<file path="config.mk">
export PLATFORM = sky130hd
export DESIGN_NAME = data_ram_bridge
export DESIGN_NICKNAME = d
export VERILOG_FILES = /design/src/rtl/data_ram_bridge_pkg.sv /design/src/rtl/data_ram_bridge_merge.sv /design/src/rtl/data_ram_bridge.sv
export SDC_FILE = /design/constraint.sdc
export NUM_CORES = 1
export LEC_CHECK = 0
export CAP_MARGIN = 30
export CORE_ASPECT_RATIO = 0.5
export CORE_MARGIN = 1
export CORE_UTILIZATION = 51
export CTS_BUF_LIST = sky130_fd_sc_hd__clkbuf_2
export DETAILED_ROUTE_END_ITERATION = 12
export PLACE_DENSITY = 0.9
export SYNTH_ARGS = -nofsm -noshare
export SYNTH_HDL_FRONTEND = slang
export SYNTH_SLANG_ARGS = --single-unit
</file>
<file path="constraint.sdc">
create_clock -name clk -period 6.9 [get_ports clk]
set_input_delay 1.035 -clock clk [delete_from_list [all_inputs] [get_ports clk]]
set_output_delay 1.035 -clock clk [all_outputs]
set_load 0.01 [all_outputs]
</file>
<file path="src/rtl/data_ram_bridge_pkg.sv">
// Shared types and constants for the CPU data-port to data-RAM bridge.
package data_ram_bridge_pkg;

    typedef enum logic [2:0] {
        ST_IDLE     = 3'd0,
        ST_WAIT     = 3'd1,
        ST_ACCESS   = 3'd2,
        ST_MERGE_WR = 3'd3,
        ST_DONE     = 3'd4
    } bridge_state_t;

    localparam int BYTE_LANES = 4;
    localparam int WAIT_CNT_W = 4;

    // A partial write touches some but not all lanes and needs read-modify-write.
    function automatic logic is_partial(input logic [BYTE_LANES-1:0] be);
        return (be != '0) && (be != '1);
    endfunction

endpackage

</file>
<file path="src/rtl/data_ram_bridge_merge.sv">
// Combinational byte-lane merge: enabled lanes take the new word, the rest keep the old.
module byte_lane_merge
    import data_ram_bridge_pkg::*;
(
    input  logic [31:0]           i_old_word,
    input  logic [31:0]           i_new_word,
    input  logic [BYTE_LANES-1:0] i_byteenable,
    output logic [31:0]           o_word
);

    always_comb begin
        o_word = i_old_word;
        for (int i = 0; i < BYTE_LANES; i++) begin
            if (i_byteenable[i]) begin
                o_word[8*i +: 8] = i_new_word[8*i +: 8];
            end
        end
    end

endmodule

</file>
<file path="src/rtl/data_ram_bridge.sv">
// Avalon-style slave bridge to a word-wide zero-delay RAM with programmable wait
// states and read-modify-write emulation of byte-enable writes.
module data_ram_bridge
    import data_ram_bridge_pkg::*;
#(
    parameter int WAIT_CYCLES = 2,
    parameter int ADDR_WIDTH  = 4
) (
    input  logic                  clk,
    input  logic                  reset,
    input  logic [31:0]           address,
    input  logic                  read,
    input  logic                  write,
    input  logic [3:0]            byteenable,
    input  logic [31:0]           writedata,
    output logic                  waitrequest,
    output logic [31:0]           readdata,
    output logic                  protocol_error,
    output logic [ADDR_WIDTH-1:0] ram_address,
    output logic                  ram_read,
    output logic                  ram_write,
    output logic [31:0]           ram_writedata,
    input  logic [31:0]           ram_readdata,
    output logic [2:0]            dbg_state
);

    // Handshake: read/write are the master's valid and must stay high until
    // waitrequest is sampled low; the transaction retires on that clock edge.

    localparam logic [WAIT_CNT_W-1:0] WAIT_LAST =
        WAIT_CNT_W'((WAIT_CYCLES > 0) ? WAIT_CYCLES - 1 : 0);

    bridge_state_t         r_state;
    logic [WAIT_CNT_W-1:0] r_wait_cnt;
    logic [ADDR_WIDTH-1:0] r_addr;
    logic                  r_is_write;
    logic [3:0]            r_be;
    logic [31:0]           r_wdata;
    logic [31:0]           r_merged;
    logic [31:0]           r_readdata;
    logic                  r_proto_err;
    logic                  r_ram_read;
    logic                  r_ram_write;

    logic                  w_req;
    logic                  w_held;
    logic [31:0]           w_merged;
    logic                  w_unused_addr;

    assign w_req         = read | write;
    assign w_held        = r_is_write ? write : read;
    assign w_unused_addr = ^address[31:ADDR_WIDTH+2];

    byte_lane_merge u_merge (
        .i_old_word   (ram_readdata),
        .i_new_word   (r_wdata),
        .i_byteenable (r_be),
        .o_word       (w_merged)
    );

    always_ff @(posedge clk or posedge reset) begin
        if (reset) begin
            r_state     <= ST_IDLE;
            r_wait_cnt  <= '0;
            r_addr      <= '0;
            r_is_write  <= 1'b0;
            r_be        <= '0;
            r_wdata     <= '0;
            r_merged    <= '0;
            r_readdata  <= '0;
            r_proto_err <= 1'b0;
            r_ram_read  <= 1'b0;
            r_ram_write <= 1'b0;
        end else begin
            case (r_state)
                ST_IDLE: begin
                    if (w_req) begin
                        r_addr     <= address[ADDR_WIDTH+1:2];
                        r_is_write <= write;
                        r_be       <= byteenable;
                        r_wdata    <= writedata;
                        r_wait_cnt <= '0;
                        if ((read && write) || (address[1:0] != 2'b00)) begin
                            r_proto_err <= 1'b1;
                        end
                        if (WAIT_CYCLES > 0) begin
                            r_state <= ST_WAIT;
                        end else begin
                            r_state     <= ST_ACCESS;
                            r_ram_read  <= !write || is_partial(byteenable);
                            r_ram_write <= write && (byteenable == 4'hF);
                        end
                    end
                end
                ST_WAIT: begin
                    if (!w_held) begin
                        r_proto_err <= 1'b1;
                    end
                    if (r_wait_cnt == WAIT_LAST) begin
                        r_state     <= ST_ACCESS;
                        r_ram_read  <= !r_is_write || is_partial(r_be);
                        r_ram_write <= r_is_write && (r_be == 4'hF);
                    end else begin
                        r_wait_cnt <= r_wait_cnt + 1'b1;
                    end
                end
                ST_ACCESS: begin
                    if (!w_held) begin
                        r_proto_err <= 1'b1;
                    end
                    r_ram_read <= 1'b0;
                    if (!r_is_write) begin
                        r_readdata  <= ram_readdata;
                        r_ram_write <= 1'b0;
                        r_state     <= ST_DONE;
                    end else if (is_partial(r_be)) begin
                        // Old word is on ram_readdata this cycle; capture the merge.
                        r_merged    <= w_merged;
                        r_ram_write <= 1'b1;
                        r_state     <= ST_MERGE_WR;
                    end else begin
                        r_ram_write <= 1'b0;
                        r_state     <= ST_DONE;
                    end
                end
                ST_MERGE_WR: begin
                    if (!w_held) begin
                        r_proto_err <= 1'b1;
                    end
                    r_ram_read  <= 1'b0;
                    r_ram_write <= 1'b0;
                    r_state     <= ST_DONE;
                end
                ST_DONE: begin
                    r_state <= ST_IDLE;
                end
                default: begin
                    r_ram_read  <= 1'b0;
                    r_ram_write <= 1'b0;
                    r_state     <= ST_IDLE;
                end
            endcase
        end
    end

    always_comb begin
        waitrequest = 1'b1;
        case (r_state)
            ST_IDLE: waitrequest = w_req;
            ST_DONE: waitrequest = 1'b0;
            default: waitrequest = 1'b1;
        endcase
    end

    assign readdata       = r_readdata;
    assign protocol_error = r_proto_err;
    assign ram_address    = r_addr;
    assign ram_read       = r_ram_read;
    assign ram_write      = r_ram_write;
    assign ram_writedata  = (r_state == ST_MERGE_WR) ? r_merged : r_wdata;
    assign dbg_state      = r_state;

endmodule

</file>
==> summary.txt <==
Drt
  – Max Used Layer: met4
  – DRC: 0
  – Vias per cell: 5.31
  – Final ANT Viol Nets: 0
  – Wire per inst: around 18 um
  – WL met1: 5230 um
  – Met3 wire len: between 400 and 500 um
  – Wire length on met2: roughly 6100 um
  – DR pass1 iterations: 6
  – Final WL: 11900 um
  – Initial detailed-routing violation count: 137
  – Via count: 3509

Synth
  – Avg Cell Area, Syn: between 10 and 15 sq um
  – Netlist cell types: 32
  – Synth Flop Type: dfrtp_1
  – Yosys reg bits: 115
  – Post-Syn Area: about 0.0053 sq mm
  – EDFF count, synth: 0
  – Synth Warn #: 0
  – Ys async rst share: 100%
  – Post-Syn Instances: 357
  – Register area share after synthesis: 53.9%
  – Syn nets: 463

Clocking
  – CTS Buffer Depth: 2
  – Clock buffer count from CTS: 17
  – CTS tree: built
  – Clock latency on the worst-skew pair: approximately 600 ps
  – Clock sinks: 115
  – Post-CTS Setup Bufs: 0
  – Hold buffer count at CTS: 0
  – Root buffer cell: clkbuf_2
  – Clk pin slew, worst setup/hold paths: roughly 160 ps
  – H-Tree Level Count: 4
  – Post-CTS sizing: 0

Placement
  – Post-DP HPWL: 8040 um
  – IO buf count: ~150
  – Area of placed instances: 0.00702 sq mm
  – Setup WS pre-CTS: 3510 ps
  – GPL Wtd Cong: 0.727

Timing
  – Slew @ Worst Pin: ~920 ps
  – Endpoints failing hold: 0
  – # setup viols final: 0
  – RSZ-0062 raised after global routing: no
  – Slew Viols, Final: 0
  – Fin crit share: 55.3%
  – Fmax: between 200 and 300 MHz
  – Tmin final: 3820 ps
  – Hold_ws: 508 ps
  – Max-slew headroom: a little under two fifths
  – Final setup TNS: 0 ps
  – Post-route setup slack: 3080 ps
  – Clock Skews: 30.8 ps

Global routing
  – Antenna violations before repair: 0
  – Pin count of the biggest net entering global routing: 59
  – Overflow left after global routing: 0
  – Vias in the first global route: 3820
  – Global-route wire length before repair: 19500 um
  – Overall routing resource usage: 23.4%

Min path
  – Hold WC Path Type: flip-flop to flip-flop
  – Hold_sp: protocol_error

Floorplanning
  – Die ar.: about 0.011 sq mm
  – I/O pins: 179
  – Core footprint: 0.00979 sq mm
  – Die X: 147 um
  – Die height: 74.4 um
  – Initial Util: 54.6%
  – Row count: 25

Layout
  – Commonest non-fill, non-tap cell in the layout: clkdlybuf4s50_1
  – FF/Latch Area: 0.00288 sq mm
  – Ant diodes: 0
  – # fillers: ~650
  – Nets@finish: between 600 and 700
  – Finished Cell Area: 0.00735 sq mm
  – Area growth syn-to-layout: 37.6%
  – Area of the multi-input gates: between 0.002 and 0.0025 sq mm
  – Most frequent cells in the layout: clkdlybuf4s50_1, mux2_2, dfrtp_1
  – Share of cells above drive strength 1: 39.5%

Worst setup path
  – Worst stage delay on the critical path: approximately 630 ps
  – Critical Path Start: dbg_state[0]
  – Worst reg2reg path startpoint: r_be[3]
  – Crit Path Max Fanout: 21
  – CP top delay family: buffers and inverters
  – Slowest CP cell: dfrtp_1
  – CP Class: flip-flop to output pin
  – CP Launch Type: flip-flop
  – Worst setup endpoint: ram_writedata[3]
  – Critical Path RT: 5860 ps
  – CP Data Arrival Time: 2780 ps
  – Flop-to-flop setup slack: 4310 ps
  – Worst r2r path cells: 4
  – Worst R2R End: r_merged[13]
  – CP Cell Sequence: nand3_2, buf_16, mux2_2, clkdlybuf4s50_1
  – Worst Path Buf+Inv: 2
  – WP depth: 4
  – CP Capture Type: output pin

Job
  – Max Cap Viol: 0

Power
  – Net Sw Frac: 30.7%
  – Maximum VDD drop: 0.267 mV
  – Power Density: 463 mW/mm^2
  – Clock power share: between 15 and 20%
  – Net Switching: 1050 uW
  – Sequential share of power: between 30 and 40%
  – Logic gate share of total power: a little under half
  – LEAKAGE: 0.00317 uW
  – Pint: about 2400 uW

Outcome
  – Run status: finished clean
## per-stage QoR
stage | cells | utilization [%] | power [uW]
after floorplan | 357 | - | 2150
after global placement | 627 | 71.0 | 2760
after detailed placement | 630 | 71.7 | 2830
after CTS | 661 | 75.1 | 3430
after global routing | 661 | 75.1 | 3610
final | 661 | 75.1 | 3400
## flip-flops by register name, indices dropped and copies added, names as in the netlist
signal          cells
ram_write           1
protocol_error      1
r_be                4
r_wait_cnt          4
ram_address         4
r_is_write          1
readdata           32
dbg_state           3
r_wdata            32
r_merged           32
ram_read            1
## per-layer routing
metal	track usage, %	vias up
met2	42.0	83
li1	-	1625
met5	0	-
met4	7.64	0
met3	5.03	9
met1	28.9	1792
## layout make-up
type	count	share of cell area (%)
Sequential cell	115	39.1
Multi-Input combinational cell	218	31.8
Timing Repair Buffer	158	22.0
Clock inverter	13	3.23
Tap cell	135	2.30
Clock buffer	18	1.23
Inverter	4	0.238
## kinds of logic after synthesis
group           share of synthesized area [%]
compound gates                           2.36
fa+ha+maj                               0.468
buf+inv                                  2.72
flops                                    53.9
mux                                      37.7
simple gates                             2.90
## worst min-delay path by stage
stage | cells past startpoint | endpoint | slack, ps
global placement | 1 | protocol_error | 450
floorplan | 1 | r_merged[27] | 480
CTS | 1 | protocol_error | 500
finish | 1 | protocol_error | 510
global route | 1 | readdata[24] | 530
detailed placement | 1 | protocol_error | 460
## synth_stat cells (all sizes together) (3+ instances only)
| library cell | count | area share [%] |
|---|---|---|
| inv | 4 | 0.28 |
| nor2 | 4 | 0.28 |
| mux2 | 169 | 38 |
| dfrtp | 115 | 54 |
| nand3 | 4 | 0.37 |
| a21oi | 3 | 0.28 |
| buf | 18 | 2.3 |
| nand2 | 3 | 0.21 |
| o21ai | 7 | 0.66 |
| nor3 | 3 | 0.28 |
## power groups by stage
stage / Clock (uW) / Combinational (uW) / Sequential [uW]
floorplan: 0 / 935 / 1210
global placement: 0 / 1510 / 1250
detailed placement: 0 / 1560 / 1270
CTS: 602 / 1580 / 1260
global route: 637 / 1660 / 1310
finish: 590 / 1560 / 1260
No activity file was read; power rests on OpenSTA's default activity.
